==> src/rtl/keypad_pkg.sv <==
// Shared FSM state type, key map and small one-hot helpers for the 4x4 keypad scanner.
package keypad_pkg;

    typedef enum logic [1:0] {
        StScan,
        StPressDb,
        StHeld,
        StRelDb
    } state_e;

    // Indexed by {row, col}; entry 0 is row 0 / column 0.
    localparam logic [15:0][3:0] KeyMap = {
        4'hD, 4'hF, 4'h0, 4'hE,
        4'hC, 4'h9, 4'h8, 4'h7,
        4'hB, 4'h6, 4'h5, 4'h4,
        4'hA, 4'h3, 4'h2, 4'h1
    };

    function automatic logic [3:0] key_lookup(input logic [1:0] row, input logic [1:0] col);
        return KeyMap[{row, col}];
    endfunction

    function automatic logic is_one_hot(input logic [3:0] v);
        return (v != 4'b0000) && ((v & (v - 4'd1)) == 4'b0000);
    endfunction

    function automatic logic [1:0] one_hot_index(input logic [3:0] v);
        logic [1:0] idx;
        idx = 2'd0;
        case (v)
            4'b0010: idx = 2'd1;
            4'b0100: idx = 2'd2;
            4'b1000: idx = 2'd3;
            default: idx = 2'd0;
        endcase
        return idx;
    endfunction

    function automatic logic [3:0] rotate_row(input logic [3:0] v);
        return {v[2:0], v[3]};
    endfunction

endpackage

==> src/rtl/col_sync.sv <==
// Two-flop synchronizer bringing the asynchronous column sense lines into the clk domain.
module col_sync (
    input  logic       clk,
    input  logic       reset,
    input  logic [3:0] async_col,
    output logic [3:0] sync_col
);

    logic [3:0] meta_q;
    logic [3:0] sync_q;

    always_ff @(posedge clk or posedge reset) begin
        if (reset) begin
            meta_q <= '0;
            sync_q <= '0;
        end else begin
            meta_q <= async_col;
            sync_q <= meta_q;
        end
    end

    assign sync_col = sync_q;

endmodule

==> src/rtl/keypad_scanner.sv <==
// 4x4 keypad row scanner with press/release debounce, one-cycle key_valid and key_held level.
module keypad_scanner
    import keypad_pkg::*;
#(
    parameter int unsigned SCAN_DIV     = 4,
    parameter int unsigned DEBOUNCE_CNT = 3
) (
    input  logic       clk,
    input  logic       reset,
    input  logic [3:0] col,
    output logic [3:0] r_sel,
    output logic [3:0] key_code,
    output logic       key_valid,
    output logic       key_held
);

    localparam int unsigned DivW = (SCAN_DIV > 1) ? $clog2(SCAN_DIV) : 1;
    localparam int unsigned CntW = $clog2(DEBOUNCE_CNT + 1);
    localparam logic [DivW-1:0] DivLast = DivW'(SCAN_DIV - 1);
    localparam logic [CntW-1:0] CntDone = CntW'(DEBOUNCE_CNT);

    logic [3:0] col_s;

    col_sync u_col_sync (
        .clk      (clk),
        .reset    (reset),
        .async_col(col),
        .sync_col (col_s)
    );

    logic [DivW-1:0] div_q;
    logic            sample;

    assign sample = (div_q == DivLast);

    always_ff @(posedge clk or posedge reset) begin
        if (reset) begin
            div_q <= '0;
        end else if (sample) begin
            div_q <= '0;
        end else begin
            div_q <= div_q + DivW'(1);
        end
    end

    state_e          state_q;
    logic [CntW-1:0] cnt_q;
    logic [1:0]      row_q;
    logic [1:0]      col_q;
    logic [3:0]      r_sel_q;
    logic [3:0]      key_code_q;
    logic            key_valid_q;
    logic            key_held_q;

    logic cap_bit;
    logic cap_match;

    // During HELD/REL_DB only the captured column matters; extra closed keys are ignored.
    assign cap_bit   = col_s[col_q];
    assign cap_match = (col_s == (4'b0001 << col_q));

    always_ff @(posedge clk or posedge reset) begin
        if (reset) begin
            state_q     <= StScan;
            cnt_q       <= '0;
            row_q       <= '0;
            col_q       <= '0;
            r_sel_q     <= 4'b0001;
            key_code_q  <= 4'h0;
            key_valid_q <= 1'b0;
            key_held_q  <= 1'b0;
        end else begin
            key_valid_q <= 1'b0;
            unique case (state_q)
                StScan: begin
                    if (sample) begin
                        if (is_one_hot(col_s)) begin
                            row_q   <= one_hot_index(r_sel_q);
                            col_q   <= one_hot_index(col_s);
                            cnt_q   <= CntW'(1);
                            state_q <= StPressDb;
                        end else begin
                            r_sel_q <= rotate_row(r_sel_q);
                        end
                    end
                end
                StPressDb: begin
                    if (cnt_q == CntDone) begin
                        key_code_q  <= key_lookup(row_q, col_q);
                        key_valid_q <= 1'b1;
                        key_held_q  <= 1'b1;
                        cnt_q       <= '0;
                        state_q     <= StHeld;
                    end else if (sample) begin
                        if (cap_match) begin
                            cnt_q <= cnt_q + CntW'(1);
                        end else begin
                            cnt_q   <= '0;
                            r_sel_q <= rotate_row(r_sel_q);
                            state_q <= StScan;
                        end
                    end
                end
                StHeld: begin
                    if (sample && !cap_bit) begin
                        cnt_q   <= CntW'(1);
                        state_q <= StRelDb;
                    end
                end
                StRelDb: begin
                    if (cnt_q == CntDone) begin
                        key_held_q <= 1'b0;
                        r_sel_q    <= rotate_row(r_sel_q);
                        cnt_q      <= '0;
                        state_q    <= StScan;
                    end else if (sample) begin
                        if (!cap_bit) begin
                            cnt_q <= cnt_q + CntW'(1);
                        end else begin
                            cnt_q   <= '0;
                            state_q <= StHeld;
                        end
                    end
                end
                default: begin
                    cnt_q   <= '0;
                    state_q <= StScan;
                end
            endcase
        end
    end

    assign r_sel     = r_sel_q;
    assign key_code  = key_code_q;
    assign key_valid = key_valid_q;
    assign key_held  = key_held_q;

endmodule

==> config.mk <==
export PLATFORM = sky130hd
export DESIGN_NAME = keypad_scanner
export DESIGN_NICKNAME = d
export VERILOG_FILES = /design/src/rtl/keypad_pkg.sv /design/src/rtl/col_sync.sv /design/src/rtl/keypad_scanner.sv
export SDC_FILE = /design/constraint.sdc
export NUM_CORES = 1
export LEC_CHECK = 0
export CELL_PAD_IN_SITES_DETAIL_PLACEMENT = 1
export CELL_PAD_IN_SITES_GLOBAL_PLACEMENT = 2
export CORE_UTILIZATION = 37
export DETAILED_ROUTE_END_ITERATION = 10
export PLACE_DENSITY_LB_ADDON = 0.1
export SYNTH_ARGS = -nofsm -noshare
export SYNTH_HDL_FRONTEND = slang
export SYNTH_SLANG_ARGS = --single-unit
==> constraint.sdc <==
create_clock -name clk -period 2.6 [get_ports clk]
set_input_delay 0.78 -clock clk [delete_from_list [all_inputs] [get_ports clk]]
set_output_delay 0.78 -clock clk [all_outputs]
set_load 0.01 [all_outputs]
==> metrics.md <==
| Metric | Value |
|---|---|
| Status | `complete, no violations` |
| HP Start | `u_col_sync.meta_q[3]` |
| Clock network power share | `35.2%` |
| Syn. warnings | `0` |
| Post-CTS setup buffers | `0` |
| Clock buffer depth | `2` |
| H-Tree Depth | `1` |
| Sw frac | `23.7%` |
| Worst Path Max Fanout | `5` |
| Post-synth EDFFs | `0` |
| Clk_lat worst skew | `~0.27 ns` |
| Clock skew | `0.00405 ns` |
| Routed WL | `~2.5 mm` |
| Initial DRT Pass Iterations | `4` |
| Switching power | `227 µW` |
| Library cells used by synthesis | `36` |
| Tightest Hold Check Type | `register to register` |
| Critical path type | `register to output port` |
| Largest net degree at the start of global routing | `29` |
| Area share of the largest cell type after synthesis | `47.2%` |
| Max incr delay on CP | `0.57 ns` |
| Synth Net Count | `between 100 and 150` |
| Footprint of the multi-input gates | `654 µm²` |
| CP max stage cell | `dfstp_2` |
| I/O pins | `16` |
| Startpoint types | `register` |
| Initial antenna violation count | `0` |
| Period utilization | `82.9%` |
| Largest cells by area after synthesis | `dfrtp_1 (47%), ha_1 (7.0%), mux2_2 (4.7%)` |
| Synth area leader | `dfrtp_1` |
| Routability Congestion | `0.715` |
| CP top delay family | `flip-flops` |
| Register area share after synthesis | `roughly 49%` |
| Post-route cell area | `1680 µm²` |
| Die ar. | `4120 µm²` |
| P_leak | `0.000774 µW` |
| Global-route wire length before repair | `4.49 mm` |
| Cell Area, Placed | `1600 µm²` |
| Yosys reg bits | `28` |
| Post-DP HPWL | `between 1.5 and 2 mm` |
| Synth Flop Type | `dfrtp_1` |
| Internal Pwr Total | `732 µW` |
| Fillers | `409` |
| Number of setup violations in the final report | `0` |
| Total GRT Usage | `14.3%` |
| Antenna cells | `0` |
| CTS tree | `yes` |
| Max-slew violation count | `0` |
| Routed wire per std cell | `13.9 µm` |
| Initial core utilization | `38.8%` |
| Unrepaired setup endpoints after global routing | `false` |
| CTS buffer count | `3` |
| CTS clk-pin slew, worst paths | `0.09 ns` |
| Least-Margin Pin Slew | `0.456 ns` |
| Resized cells post-CTS | `0` |
| Number of antenna-violating nets in the routed design | `0` |
| Site Rows | `22` |
| Critical path origin | `r_sel[0]` |
| Die Ht | `64.2 µm` |
| Count leader, synth | `dfrtp_1` |
| Root Buffer | `clkbuf_8` |
| Port Buf Inserts | `15` |
| Crit path DAT | `1.38 ns` |
| Vias in the first global route | `between 900 and 1000` |
| List of most frequent post-synthesis cells | `dfrtp_1 (27), a21oi_1 (9), ha_1 (8)` |
| Max-cap violations | `0` |
| Total congestion overflow | `0` |
| DR DRC count | `0` |
| CP Capture Type | `output port` |
| P&R area growth vs syn | `17.0%` |
| Fin crit period | `2.16 ns` |
| Storage element area | `~700 µm²` |
| Async set or reset register ratio after synthesis | `100%` |
| R2R setup slack | `about 0.46 ns` |
| Critical path, cell by cell | `clkdlybuf4s50_1` |
| WP buf/inv | `1` |
| Worst rel slew slack | `69.2%` |
| Placed cell count | `178` |
| Total vias in the final route | `925` |
| Core area | `3690 µm²` |
| CTS hold repair buffers | `0` |
| Sequential share of power | `51.9%` |
| Reg-to-reg critical path startpoint | `col_q[0]` |
| Synthesized area | `approximately 1400 µm²` |
| Layout cells sized above 1 | `~16%` |
| Vias per cell | `5.08` |
| DIE WIDTH | `approximately 64 µm` |
| Power Dens Cells | `573 nW/µm²` |
| Setup tns final | `0 ns` |
| Post-Syn Instances | `122` |
| Fin cells | `182` |
| Drt initial violations | `12` |
| Final net count | `149` |
| Number of clock sinks | `28` |
| Hold Violations, Final | `0` |
| Comb pwr share | `12.9%` |
| VDD IR-drop max | `0.000239 V` |
| Fmax | `464 MHz` |
| Worst EP required | `1.82 ns` |
| Mapped Avg Cell Area | `about 12 µm²` |
kinds of logic (layout without fill, tap and decap cells):
| group | count (synthesis) | in the layout | share of synthesized area (%) |
|---|---|---|---|
| XOR/XNOR | 10 | 10 | 6.12 |
| multiplexers | 13 | 13 | 12.4 |
| buffers and inverters | 15 | 27 | 5.24 |
| AO/OA/AOI/OAI | 23 | 23 | 11.1 |
| AND/OR/NAND/NOR | 25 | 25 | 9.09 |
| adder cells (fa/ha/maj) | 8 | 8 | 6.99 |
| flip-flops | 28 | 28 | 49.0 |
routing by layer:
| layer | GRT usage (%) | share of wire [%] |
|---|---|---|
| met1 | 18.0 | 48 |
| met2 | 24.1 | 49 |
| met3 | 3.75 | 2.7 |
| met4 | 4.17 | 1.1 |
| met5 | 0 | 0 |
cell type report:
class,instances,share of cell area [%]
sequential,28,41.9
clock inverter,1,1.79
tap,48,3.58
inverter,6,1.34
clock buffer,3,2.46
multi-input combinational,79,39.1
timing repair buffer,17,9.86
registers in the layout, indices dropped and copies added (netlist names), 2 cells and up:
register             cells
key_code                 4
r_sel                    4
u_col_sync.meta_q        4
u_col_sync.sync_col      4
cnt_q                    2
col_q                    2
div_q                    2
row_q                    2
state_q                  2
metrics by stage:
| stage | setup WS (ns) | utilization [%] | hold slack (ns) | total power (µW) |
|---|---|---|---|---|
| 2_1_floorplan | 0.761 | - | 0.331 | 593 |
| 3_3_place_gp | 0.541 | 43.5 | 0.334 | 628 |
| 3_5_place_dp | 0.467 | 43.5 | 0.336 | 631 |
| 4_1_cts | 0.425 | 45.4 | 0.359 | 978 |
| 5_1_grt | 0.275 | 45.4 | 0.376 | 1010 |
| 6_report | 0.444 | 45.4 | 0.355 | 959 |
path summary, 6_finish.rpt:
kind | endpoint | cells past startpoint
min in group asynchronous | cnt_q[1] | 3
max | r_sel[0] | 1
max in group asynchronous | r_sel[0] | 3
min reg2reg | u_col_sync.sync_col[3] | 0
min | u_col_sync.sync_col[3] | 0
max reg2reg | r_sel[2] | 6
placed cells by master (no fill, tap or decap), types with 2 or more instances in the layout:
cell type / netlist / final
mux2_2: 6 / 6
a21oi_1: 9 / 9
nand2_1: 4 / 4
mux4_2: 2 / 2
buf_4: 0 / 2
dfrtp_1: 27 / 27
ha_1: 8 / 8
a21o_1: 2 / 2
nor3_1: 5 / 5
nor2_1: 7 / 7
mux2i_1: 2 / 2
clkdlybuf4s50_1: 0 / 15
xor2_1: 5 / 5
inv_1: 6 / 6
mux2_4: 3 / 3
o21ai_0: 3 / 3
clkbuf_8: 0 / 3
xnor2_1: 5 / 5
nor3b_1: 2 / 2
power by group through the flow:
stage                     registers (µW)  logic (µW)  clock network (µW)
after floorplan                      487         106                   0
after global placement               505         123                   0
after detailed placement             506         125                   0
after CTS                            497         127                 354
after global routing                 504         141                 368
final                                498         123                 338
No activity file was read; power rests on OpenSTA's default activity.
